--- config.mk ---
export PLATFORM = sky130hd
export DESIGN_NAME = uart_tx_arbiter_flat
export DESIGN_NICKNAME = d
export VERILOG_FILES = /design/src/rtl/uart_tx_arbiter_if.sv /design/src/rtl/uart_tx_arbiter.sv /design/src/flat_wrapper.sv
export SDC_FILE = /design/constraint.sdc
export NUM_CORES = 1
export LEC_CHECK = 0
export ABC_AREA = 1
export CORE_MARGIN = 2
export CORE_UTILIZATION = 53
export CTS_CLUSTER_DIAMETER = 60
export DETAILED_ROUTE_END_ITERATION = 6
export GPL_TIMING_DRIVEN = 0
export HOLD_SLACK_MARGIN = 0.08
export PLACE_DENSITY = 0.87
export SETUP_SLACK_MARGIN = 0.2
export SLEW_MARGIN = 20
export SYNTH_ARGS = -nofsm -noshare
export SYNTH_HDL_FRONTEND = slang
export SYNTH_SLANG_ARGS = --single-unit
--- constraint.sdc ---
create_clock -name clk -period 5.8 [get_ports clk]
set_clock_uncertainty 0.05 [all_clocks]
set_input_delay 0.58 -clock clk [delete_from_list [all_inputs] [get_ports clk]]
set_output_delay 0.58 -clock clk [all_outputs]
set_load 0.05 [all_outputs]
--- src/rtl/uart_tx_arbiter_if.sv ---
// Byte requesters, round-robin arbiter and uart_tx start/busy pair.
// master is the arbiter side; slave is the side that drives requests and busy.
interface uart_tx_arbiter_if #(
    parameter int N_REQ = 4,
    parameter int ID_W  = 2
);
    logic [N_REQ*8-1:0] req_data;
    logic [N_REQ-1:0]   req_vld;
    logic [N_REQ-1:0]   req_rdy;
    logic [7:0]         tx_din;
    logic               tx_din_vld;
    logic               busy;
    logic [ID_W-1:0]    grant_id;
    logic               active;
    logic               frame_done;
    logic               err_nobusy;

    modport master (
        input  req_data, req_vld, busy,
        output req_rdy, tx_din, tx_din_vld,
        output grant_id, active,
        output frame_done, err_nobusy
    );

    modport slave (
        output req_data, req_vld, busy,
        input  req_rdy, tx_din, tx_din_vld,
        input  grant_id, active,
        input  frame_done, err_nobusy
    );
endinterface

--- src/rtl/uart_tx_arbiter.sv ---
// Round-robin arbiter sharing one uart_tx between N_REQ byte sources.
// Frame boundaries come from the serializer busy flag.
module uart_tx_arbiter #(
    parameter int N_REQ         = 4,
    parameter int ID_W          = 2,
    parameter int BUSY_WAIT_MAX = 8,
    parameter int GAP_CYC       = 0
) (
    input  logic              clk,
    input  logic              rst,
    uart_tx_arbiter_if.master bus
);
    localparam int CNT_W = 16;
    localparam logic [CNT_W-1:0] WAIT_LAST =
        CNT_W'(BUSY_WAIT_MAX);
    // A zero gap still spends one cycle so busy is seen low.
    localparam logic [CNT_W-1:0] GAP_LAST =
        (GAP_CYC == 0) ? '0 : CNT_W'(GAP_CYC - 1);

    typedef enum logic [2:0] {
        S_IDLE,
        S_ISSUE,
        S_WAIT_BUSY,
        S_WAIT_DONE,
        S_GAP
    } state_t;

    state_t            r_state;
    state_t            w_state_nxt;
    logic [CNT_W-1:0]  r_cnt;
    logic [ID_W-1:0]   r_rr_ptr;
    logic [7:0]        r_tx_din;
    logic [ID_W-1:0]   r_grant_id;

    logic              w_any;
    logic [ID_W-1:0]   w_win;
    logic [ID_W-1:0]   w_ptr_nxt;
    logic [N_REQ-1:0]  w_rdy;
    logic              w_start;
    logic              w_done;
    logic              w_err;
    int                w_idx;

    always_comb begin
        w_any = 1'b0;
        w_win = '0;
        w_idx = 0;
        for (int k = 0; k < N_REQ; k++) begin
            w_idx = (int'(r_rr_ptr) + k) % N_REQ;
            if (!w_any && bus.req_vld[ID_W'(w_idx)]) begin
                w_any = 1'b1;
                w_win = ID_W'(w_idx);
            end
        end
    end

    assign w_ptr_nxt = (w_win == ID_W'(N_REQ - 1)) ?
        '0 : w_win + ID_W'(1);

    always_comb begin
        w_state_nxt = r_state;
        w_rdy       = '0;
        w_start     = 1'b0;
        w_done      = 1'b0;
        w_err       = 1'b0;
        unique case (r_state)
            S_IDLE: begin
                if (w_any) begin
                    w_rdy       = N_REQ'(1) << w_win;
                    w_state_nxt = S_ISSUE;
                end
            end
            S_ISSUE: begin
                w_start     = 1'b1;
                w_state_nxt = S_WAIT_BUSY;
            end
            S_WAIT_BUSY: begin
                // Busy already high here counts as the rise.
                if (bus.busy) begin
                    w_state_nxt = S_WAIT_DONE;
                end else if (r_cnt == WAIT_LAST) begin
                    w_err       = 1'b1;
                    w_state_nxt = S_GAP;
                end
            end
            S_WAIT_DONE: begin
                if (!bus.busy) begin
                    w_done      = 1'b1;
                    w_state_nxt = S_GAP;
                end
            end
            S_GAP: begin
                if (r_cnt >= GAP_LAST) begin
                    w_state_nxt = S_IDLE;
                end
            end
            default: begin
                w_state_nxt = S_IDLE;
            end
        endcase
    end

    always_ff @(posedge clk or posedge rst) begin
        if (rst) begin
            r_state <= S_IDLE;
        end else begin
            r_state <= w_state_nxt;
        end
    end

    // The counter restarts on every state change.
    always_ff @(posedge clk or posedge rst) begin
        if (rst) begin
            r_cnt      <= '0;
            r_rr_ptr   <= '0;
            r_tx_din   <= '0;
            r_grant_id <= '0;
        end else begin
            if (w_state_nxt != r_state) begin
                r_cnt <= '0;
            end else begin
                r_cnt <= r_cnt + CNT_W'(1);
            end
            if (r_state == S_IDLE && w_any) begin
                r_tx_din   <= bus.req_data[{w_win, 3'b000} +: 8];
                r_grant_id <= w_win;
                r_rr_ptr   <= w_ptr_nxt;
            end
        end
    end

    assign bus.req_rdy    = rst ? '0 : w_rdy;
    assign bus.tx_din     = r_tx_din;
    assign bus.tx_din_vld = w_start;
    assign bus.grant_id   = r_grant_id;
    assign bus.active     = (r_state != S_IDLE);
    assign bus.frame_done = w_done;
    assign bus.err_nobusy = w_err;
endmodule
--- src/flat_wrapper.sv ---
// flat-port wrapper written by rule: the top's interface ports become plain ports
module uart_tx_arbiter_flat 
#(
    parameter int N_REQ         = 4,
    parameter int ID_W          = 2,
    parameter int BUSY_WAIT_MAX = 8,
    parameter int GAP_CYC       = 0
)
  (clk, rst, bus_req_data, bus_req_vld, bus_busy, bus_req_rdy, bus_tx_din, bus_tx_din_vld, bus_grant_id, bus_active, bus_frame_done, bus_err_nobusy);
  uart_tx_arbiter_if #(.N_REQ(N_REQ), .ID_W(ID_W)) bus_i ();
  input  logic clk;
  input  logic rst;
  input wire logic [$bits(bus_i.req_data)-1:0] bus_req_data;
  input wire logic [$bits(bus_i.req_vld)-1:0] bus_req_vld;
  input wire logic [$bits(bus_i.busy)-1:0] bus_busy;
  output wire logic [$bits(bus_i.req_rdy)-1:0] bus_req_rdy;
  output wire logic [$bits(bus_i.tx_din)-1:0] bus_tx_din;
  output wire logic [$bits(bus_i.tx_din_vld)-1:0] bus_tx_din_vld;
  output wire logic [$bits(bus_i.grant_id)-1:0] bus_grant_id;
  output wire logic [$bits(bus_i.active)-1:0] bus_active;
  output wire logic [$bits(bus_i.frame_done)-1:0] bus_frame_done;
  output wire logic [$bits(bus_i.err_nobusy)-1:0] bus_err_nobusy;
  assign bus_i.req_data = bus_req_data;
  assign bus_i.req_vld = bus_req_vld;
  assign bus_i.busy = bus_busy;
  assign bus_req_rdy = bus_i.req_rdy;
  assign bus_tx_din = bus_i.tx_din;
  assign bus_tx_din_vld = bus_i.tx_din_vld;
  assign bus_grant_id = bus_i.grant_id;
  assign bus_active = bus_i.active;
  assign bus_frame_done = bus_i.frame_done;
  assign bus_err_nobusy = bus_i.err_nobusy;
  uart_tx_arbiter #(.N_REQ(N_REQ), .ID_W(ID_W), .BUSY_WAIT_MAX(BUSY_WAIT_MAX), .GAP_CYC(GAP_CYC)) u_core (.clk(clk), .rst(rst), .bus(bus_i));
endmodule
==> results of run 1 <==
==> layout by cell type (no fill, tap or decap) <==
| cell type | n |
|---|---|
| a21oi_1 | 2 |
| buf_2 | 5 |
| buf_4 | 2 |
| buf_6 | 1 |
| buf_8 | 1 |
| bufinv_16 | 2 |
| clkbuf_1 | 1 |
| clkbuf_8 | 5 |
| clkdlybuf4s50_1 | 56 |
| dfrtp_1 | 31 |
| ha_1 | 6 |
| inv_1 | 57 |
| inv_2 | 5 |
| inv_6 | 1 |
| nand2_1 | 110 |
| nand2_2 | 4 |
| nand2_4 | 3 |
| nand3_1 | 30 |
| nand3_4 | 1 |
| nand4_1 | 15 |
| nor2_1 | 29 |
| nor2_2 | 11 |
| nor2_4 | 1 |
| nor3_1 | 5 |
| nor4_1 | 3 |
| o21a_1 | 1 |
| o21ai_0 | 6 |
| o22ai_1 | 2 |
| or2_2 | 1 |
| xnor2_1 | 3 |
| xor2_1 | 5 |
| xor2_2 | 1 |
==> stage by stage <==
stage	utilization, %	hold slack, ns	worst slack (ns)	instance area, µm²	cells
detailed placement	71.5	0.423	1.91	2900	448
global placement	71.5	0.416	1.94	2900	448
global route	74.7	0.456	1.71	3030	456
CTS	74.7	0.441	1.89	3030	456
floorplan	-	0.401	2.86	2280	342
finish	74.7	0.440	1.89	3030	456
==> power by group through the flow <==
stage | clock (mW) | sequential, mW | combinational (mW)
after floorplan | 0 | 0.428 | 0.803
after global placement | 0 | 0.319 | 1.18
after detailed placement | 0 | 0.318 | 1.21
after CTS | 0.252 | 0.317 | 1.22
after global routing | 0.264 | 0.325 | 1.35
final | 0.250 | 0.318 | 1.23
==> cells by family (layout without fill, tap and decap cells) <==
family	Yosys count	count (layout)	share of synthesized area, %
AOI/OAI and AO/OA	11	11	2.64
xor gates and xnor gates	9	9	3.79
adders and majority gates	6	6	3.30
and+or+nand+nor	213	213	42.7
DFF	31	31	34.1
buffers and inverters	72	136	13.5
==> worst max path at each step <==
| stage | startpoint | end | depth (start not counted) |
|---|---|---|---|
| after floorplan | bus_req_vld[3] | bus_req_rdy[3] | 12 |
| after global placement | bus_req_vld[3] | bus_req_rdy[3] | 14 |
| after CTS | bus_req_vld[1] | bus_req_rdy[3] | 14 |
| after detailed placement | bus_req_vld[1] | bus_req_rdy[3] | 14 |
| after global routing | bus_req_vld[0] | bus_req_rdy[3] | 14 |
| final | bus_req_vld[1] | bus_req_rdy[3] | 14 |
==> final cells by class <==
cell class                 instances  area (µm²)  area share, %
multi-input combinational        239        1190           39.4
sequential                        31         776           25.6
timing repair buffer              56         561           18.5
inverter                          63         241           7.96
clock buffer                       6        72.6           2.39
buffer                             9        66.3           2.19
tap                               50        62.6           2.06
clock inverter                     2        60.1           1.98
==> worst max-delay path: stages <==
cell and delay [ns]:
clkdlybuf4s50_1 0.42, inv_1 0.08, nand2_1 0.06, nand3_1 0.12, nand2_1 0.11, nor2_4 0.18, nand3_1 0.08, nand3_1 0.09
nand2_2 0.16, inv_2 0.21, ha_1 0.20, inv_1 0.04, nor2_1 0.12, clkdlybuf4s50_1 0.82
==> flip-flops by register name, indices dropped and copies added (netlist names) <==
name	cells
u_core.r_cnt	16
u_core.r_state	3
u_core.r_rr_ptr	2
u_core.bus.tx_din	8
u_core.bus.grant_id	2
==> per-layer routing <==
layer | part of all wire (%) | track usage (%) | wire, µm | up-vias
met2 | 50 | 42.5 | 2780 | 57
met1 | 44 | 30.9 | 2470 | 1047
met5 | 0 | 0 | 0 | -
li1 | - | - | - | 1176
met4 | 0.99 | 6.32 | 55 | 0
met3 | 4.4 | 3.78 | 243 | 6
==> flow_summary.json, run 1 <==
{
  "place_hpwl_um": 4130,
  "core_um2": 4060,
  "p_total_mw": 1.80,
  "finalHoldViolations": 0,
  "switching_share_pct": 52.1,
  "die_area_um2": 4840,
  "wl_per_cell_um": 12.2,
  "synth_most_common_cell": "nand2_1",
  "clock-sinks": 31,
  "die_w_um": 69.6,
  "cp-start-kind": "primary input",
  "antenna_left": 0,
  "irDropWorstVdd_uv": 535,
  "yosys-top-cells-area": "dfrtp_1 (34%), nand2_1 (18%), inv_1 (9.6%), nand3_1 (6.6%), nor2_1 (4.8%)",
  "synthArstFlopShare_pct": 100,
  "min-delay-start": "u_core.bus.tx_din[6]",
  "cts_tree": "yes",
  "period_needed_ns": 3.91,
  "synth_area_leader_cell": "dfrtp_1",
  "cp.required_ns": 5.17,
  "yosysUniqueCellTypes": 28,
  "worstReg2RegStart": "u_core.r_rr_ptr[0]",
  "clock_latency_ns": 0.28,
  "critical_path_class": "in2out",
  "synthFlopType": "dfrtp_1",
  "nFillCells": 314,
  "p_leak_nw": 1.52,
  "drv_cap": 0,
  "area_growth_pct": 33.2,
  "syn-num-nets": 387,
  "fin_crit_sh_pct": 67.5,
  "viasPerCell": 5.01,
  "status": "complete, no violations",
  "fin_setup_tns_ns": 0,
  "path_clk_slew_ns": 0.07,
  "crit_path_end_kind": "primary output",
  "maxSlewViolCount": 0,
  "synthCells": 342,
  "cts_root_buffer": "clkbuf_8",
  "ys.warnings.count": 0,
  "relSlewSlack_pct": 57.1,
  "r2r_slack_ns": 3.58,
  "hp-class": "reg2reg",
  "antenna_cells": 0,
  "grt_start_max_net_pins": 33,
  "tightest_slew_ns": 0.643,
  "fmax_mhz": 256,
  "num_vias": 2286,
  "clock_path_buffers": 2,
  "grt_pass1_vias": 2185,
  "r2r_cells": 13,
  "seq_power_share_pct": 17.7,
  "internal_power_uw": 860,
  "setup_viol": 0,
  "layout.nets": 450,
  "hold_path_depth": 2,
  "synth_top_area_share_pct": 34.1,
  "cts_setup_buffers": 0,
  "initial_core_util_pct": 56.1,
  "rows": 23,
  "firstDrtPassIters": 4,
  "gp_congestion": 0.927,
  "p_per_area_nw_per_um2": 592,
  "wl_um": 5560,
  "clkPwrFrac_pct": 13.9,
  "htreeDepth": 2,
  "p_switching_uw": 936,
  "synth_seq_cells": 31,
  "io_buffers": 56,
  "reg2reg_to": "u_core.r_rr_ptr[1]",
  "hold_buffers": 0,
  "grt_use_total_pct": 24.2,
  "ioPinCount": 57,
  "comb_power_share_pct": 68.4,
  "rsz0062_at_grt": "false",
  "die_h_um": 69.6,
  "drive_gt1_share_pct": 10.8,
  "synth_edf_count": 0,
  "arrival_ns": 3.28,
  "hold_end": "u_core.bus.tx_din[6]",
  "ys_seq_area_share_pct": 34.1,
  "post_cts_resized": 0,
  "antenna_found_initial": 0,
  "netlist_area_um2": 2280,
  "overflow": 0,
  "synth_commonest_cells": "nand2_1 (110), inv_1 (58), dfrtp_1 (31)",
  "drtIter0Drc": 153,
  "numCtsBuffers": 5,
  "grt_pass1_wl_um": 9510,
  "syn_area_per_cell_um2": 6.66,
  "path_max_fanout": 11,
  "drc": 0
}
Note: power is estimated with default switching activity, not from simulation.
==> run 2: changes to the inputs <==
- CORE_UTILIZATION: 53 -> 50
- PLACE_DENSITY: 0.87 -> 0.83
- clock period: 5.8 -> 3.99 ns (I/O delays scaled with it)
==> flow_summary.json, run 2 (synthesis gave the netlist of run 1 again) <==
{
  "status": "complete, no violations",
  "cts_root_buffer": "clkbuf_8",
  "cts_tree": "yes",
  "finalHoldViolations": 0,
  "layout.nets": 450,
  "gp_congestion": 0.860,
  "maxSlewViolCount": 0,
  "core_um2": 4380,
  "die_w_um": 71.5,
  "clock_path_buffers": 2,
  "clock_latency_ns": 0.28,
  "grt_pass1_vias": 2074,
  "initial_core_util_pct": 51.9,
  "hp-class": "reg2reg",
  "rsz0062_at_grt": "false",
  "drtIter0Drc": 92,
  "relSlewSlack_pct": 58.4,
  "cp.required_ns": 3.54,
  "antenna_cells": 0,
  "drive_gt1_share_pct": 11.1,
  "numCtsBuffers": 5,
  "num_vias": 2303,
  "post_cts_resized": 0,
  "cts_setup_buffers": 0,
  "worstReg2RegStart": "u_core.r_rr_ptr[0]",
  "antenna_left": 0,
  "clock-sinks": 31,
  "final_cell_mix": "nand2_1 (110), inv_1 (57), clkdlybuf4s50_1 (56)",
  "r2r_cells": 12,
  "reg2reg_to": "u_core.r_rr_ptr[1]",
  "antenna_found_initial": 0,
  "fin_crit_sh_pct": 87.7,
  "path_max_fanout": 11,
  "path_cells": "clkdlybuf4s50_1 > inv_1 > nand2_1 > nand3_1 > nand2_1 > nor2_4 > nand3_1 > nand3_1 > nand2_2 > inv_2 > ha_1 > inv_1 > nor2_1 > clkdlybuf4s50_1",
  "final_common_cell": "nand2_1",
  "place_area_um2": 2900,
  "hold_end": "u_core.bus.tx_din[2]",
  "fmax_mhz": 286,
  "fin_setup_tns_ns": 0,
  "tightest_slew_ns": 0.622,
  "grt_start_max_net_pins": 33,
  "min-delay-start": "u_core.bus.tx_din[2]",
  "wl_um": 5230,
  "hold_buffers": 0,
  "period_needed_ns": 3.50,
  "final_area_um2": 3020,
  "overflow": 0,
  "r2r_slack_ns": 1.78,
  "die_area_um2": 5110,
  "setup_viol": 0,
  "cpMaxStageDelayCell": "clkdlybuf4s50_1",
  "die_h_um": 71.5,
  "grt_pass1_wl_um": 8650,
  "place_hpwl_um": 3980,
  "irDropWorstVdd_uv": 635,
  "area_growth_pct": 32.6,
  "drc": 0,
  "arrival_ns": 3.05,
  "p_leak_nw": 1.51,
  "firstDrtPassIters": 4,
  "p_per_area_nw_per_um2": 842,
  "wl_per_cell_um": 11.4,
  "critical_path.most_common_cell": "nand3_1",
  "largest_register_ffs": 16,
  "max_flop_register": "u_core.r_cnt",
  "grt_use_total_pct": 21.3,
  "critical_path_class": "in2out",
  "crit_path_end_kind": "primary output",
  "path_clk_slew_ns": 0.06,
  "drv_cap": 0,
  "io_buffers": 56,
  "viasPerCell": 5.03,
  "hold_path_depth": 2,
  "cp-start-kind": "primary input",
  "rows": 24,
  "slowest_delay_ns": 0.83,
  "hold-worst-slack_ns": 0.431,
  "ioPinCount": 57,
  "htreeDepth": 2
}
run 2: changes by cell type in the layout (fill, tap and decap cells not counted), sizes merged:
cell,before,now
clkinv,0,1
bufinv,2,1
run 2: stage by stage:
step / worst slack, ns / instances / total power, mW / util [%]
3_3_place_gp: 0.517 / 450 / 2.19 / 66.2
3_5_place_dp: 0.485 / 450 / 2.22 / 66.2
5_1_grt: 0.305 / 458 / 2.77 / 68.9
4_1_cts: 0.483 / 458 / 2.55 / 68.9
6_report: 0.492 / 458 / 2.54 / 68.9
2_1_floorplan: 1.31 / 342 / 1.79 / -
run 2: worst max-delay path by stage:
stage	startpoint	end	slack [ns]	cells after the start
after floorplan	u_core.r_rr_ptr[0]	bus_req_rdy[3]	1.31	13
after global placement	bus_req_vld[1]	bus_req_rdy[3]	0.52	14
after global routing	u_core.r_rr_ptr[1]	bus_req_rdy[3]	0.31	14
after CTS	bus_req_vld[1]	bus_req_rdy[3]	0.48	14
after detailed placement	bus_req_vld[1]	bus_req_rdy[3]	0.49	14
final	bus_req_vld[1]	bus_req_rdy[3]	0.49	14
run 2: critical path: cells and delay by family:
kind                     cells  cell delay, ns
buffers and inverters        5            1.58
adder cells (fa/ha/maj)      1            0.19
AND/OR/NAND/NOR              8            0.87
run 2: final cells by class:
| type | instances | area [µm²] |
|---|---|---|
| clock inverters | 2 | 35.0 |
| plain buffers | 9 | 66.3 |
| fillers | 374 | 1360 |
| inverters | 63 | 241 |
| well taps | 52 | 65.1 |
| repair buffers | 56 | 561 |
| clock buffers | 6 | 82.6 |
| multi-input cells | 239 | 1190 |
| flip-flops and latches | 31 | 776 |
run 2: layer usage:
layer | track usage [%] | part of all wire, % | vias up
met5 | 0 | 0 | -
met4 | 7.13 | 1.1 | 0
met3 | 4.50 | 7.7 | 5
met2 | 35.5 | 46 | 71
met1 | 27.5 | 45 | 1047
li1 | - | - | 1180
run 2: report_power, final:
group | internal, mW | switching [mW]
clock network | 0.202 | 0.110
logic | 0.595 | 1.18
registers | 0.402 | 0.0577
total | 1.20 | 1.34
==> run 3: changes to the inputs <==
- CORE_MARGIN: 2 -> default
- CORE_UTILIZATION: 50 -> 30
- PLACE_DENSITY: 0.83 -> 0.55
==> flow_summary.json, run 3 (synthesis gave the netlist of run 1 again) <==
{
  "status": "complete, no violations",
  "wl_um": 5380,
  "p_leak_nw": 1.52,
  "rows": 31,
  "path_max_fanout": 11,
  "ioPinCount": 57,
  "grt_use_total_pct": 14.9,
  "antenna_found_initial": 0,
  "layout.nets": 450,
  "cts_root_buffer": "clkbuf_8",
  "r2r_cells": 13,
  "num_vias": 2146,
  "grt_pass1_vias": 2129,
  "antenna_left": 0,
  "core_um2": 7290,
  "die_w_um": 89.1,
  "largest_register_ffs": 16,
  "fmax_mhz": 285,
  "drtIter0Drc": 77,
  "antenna_cells": 0,
  "dp.cells": 497,
  "hold_buffers": 0,
  "p_total_mw": 2.49,
  "drc": 0,
  "arrival_ns": 3.06,
  "clock_latency_ns": 0.28,
  "place_hpwl_um": 4170,
  "rsz0062_at_grt": "false",
  "r2r_slack_ns": 1.79,
  "irDropWorstVdd_uv": 264,
  "die_area_um2": 7940,
  "path_clk_slew_ns": 0.06,
  "wl_per_cell_um": 10.6,
  "crit_start": "bus_req_vld[1]",
  "area_growth_pct": 34.6,
  "firstDrtPassIters": 4,
  "reg2reg_to": "u_core.r_rr_ptr[1]",
  "tightest_slew_ns": 0.658,
  "maxSlewViolCount": 0,
  "cp-start-kind": "primary input",
  "crit_path_end_kind": "primary output",
  "hp-class": "reg2reg",
  "gp_congestion": 0.835,
  "initial_core_util_pct": 31.2,
  "cp.required_ns": 3.54,
  "cts_tree": "yes",
  "numCtsBuffers": 5,
  "die_h_um": 89.1,
  "setup_viol": 0,
  "final_common_cell": "nand2_1",
  "viasPerCell": 4.25,
  "place_area_um2": 2960,
  "htreeDepth": 2,
  "critical_path_class": "in2out",
  "max_flop_register": "u_core.r_cnt",
  "period_needed_ns": 3.51,
  "relSlewSlack_pct": 56.1,
  "fin_crit_sh_pct": 88.0,
  "min-delay-start": "u_core.bus.tx_din[3]",
  "fin_setup_tns_ns": 0,
  "final_cells": 505,
  "drive_gt1_share_pct": 10.8,
  "grt_pass1_wl_um": 9290,
  "final_cell_mix": "nand2_1 (110), inv_1 (57), clkdlybuf4s50_1 (55)",
  "clock_path_buffers": 2,
  "clock-sinks": 31,
  "p_per_area_nw_per_um2": 811,
  "drv_cap": 0,
  "final_area_um2": 3060,
  "worstReg2RegStart": "u_core.r_rr_ptr[0]",
  "hold_end": "u_core.bus.tx_din[3]",
  "finalHoldViolations": 0,
  "grt_start_max_net_pins": 33,
  "io_buffers": 56,
  "hold_path_depth": 2,
  "overflow": 0
}
==> run 3: cell types whose count changed in the layout (fill, tap and decap cells not counted), sizes merged <==
cell           change
dlymetal6s2s       +1
clkinv             -1
clkbuf             +2
clkdlybuf4s50      -1
bufinv             -1
==> run 3: worst max path at each step <==
stage,end,slack [ns],depth (start not counted)
3_5_place_dp,bus_req_rdy[3],0.45,14
2_1_floorplan,bus_req_rdy[3],1.31,13
5_1_grt,bus_req_rdy[2],0.23,14
6_report,bus_req_rdy[2],0.48,14
4_1_cts,bus_req_rdy[3],0.44,14
3_3_place_gp,bus_req_rdy[3],0.44,14
==> run 3: layout make-up <==
cell class,instances,area (µm²)
Fill cell,788,4230
Sequential cell,31,776
Timing Repair Buffer,56,563
Tap cell,99,124
Inverter,63,241
Clock buffer,8,100
Multi-Input combinational cell,239,1190
Buffer,9,66.3
==> run 3: stage by stage <==
stage	setup WS, ns	utilization [%]	hold WS (ns)
5_1_grt	0.230	42.0	0.453
4_1_cts	0.444	42.0	0.437
2_1_floorplan	1.31	-	0.401
6_report	0.481	42.0	0.431
3_5_place_dp	0.448	40.6	0.421
3_3_place_gp	0.444	40.6	0.412
==> run 3: power breakdown <==
part	switching (mW)	internal, mW	leakage, nW
Combinational	1.16	0.597	1.06
Sequential	0.0585	0.402	0.406
Clock	0.110	0.157	0.0515
==> run 3: repair_timing <==
| item | CTS | global route |
|---|---|---|
| setup buffers | 0 | 0 |
| endpoints found under the setup margin | 0 | 1 |
| resized for setup | 0 | 1 |
==> run 3: worst max-delay path, stage by stage <==
cell and delay [ns]:
clkdlybuf4s50_1 0.41, inv_1 0.08, nand2_1 0.07, nand3_1 0.11, nand2_1 0.12, nor2_4 0.18, nand3_1 0.08, nand3_1 0.09
nand2_2 0.17, inv_2 0.22, ha_1 0.17, inv_1 0.04, nor2_1 0.11, clkdlybuf4s50_1 0.81
==> run 3: layer usage <==
layer	routed length [µm]	vias to the layer above	GRT usage (%)
met5	0	-	0
met4	46	0	3.61
met3	321	5	2.68
met2	2350	49	25.5
met1	2660	920	19.5
li1	-	1172	-
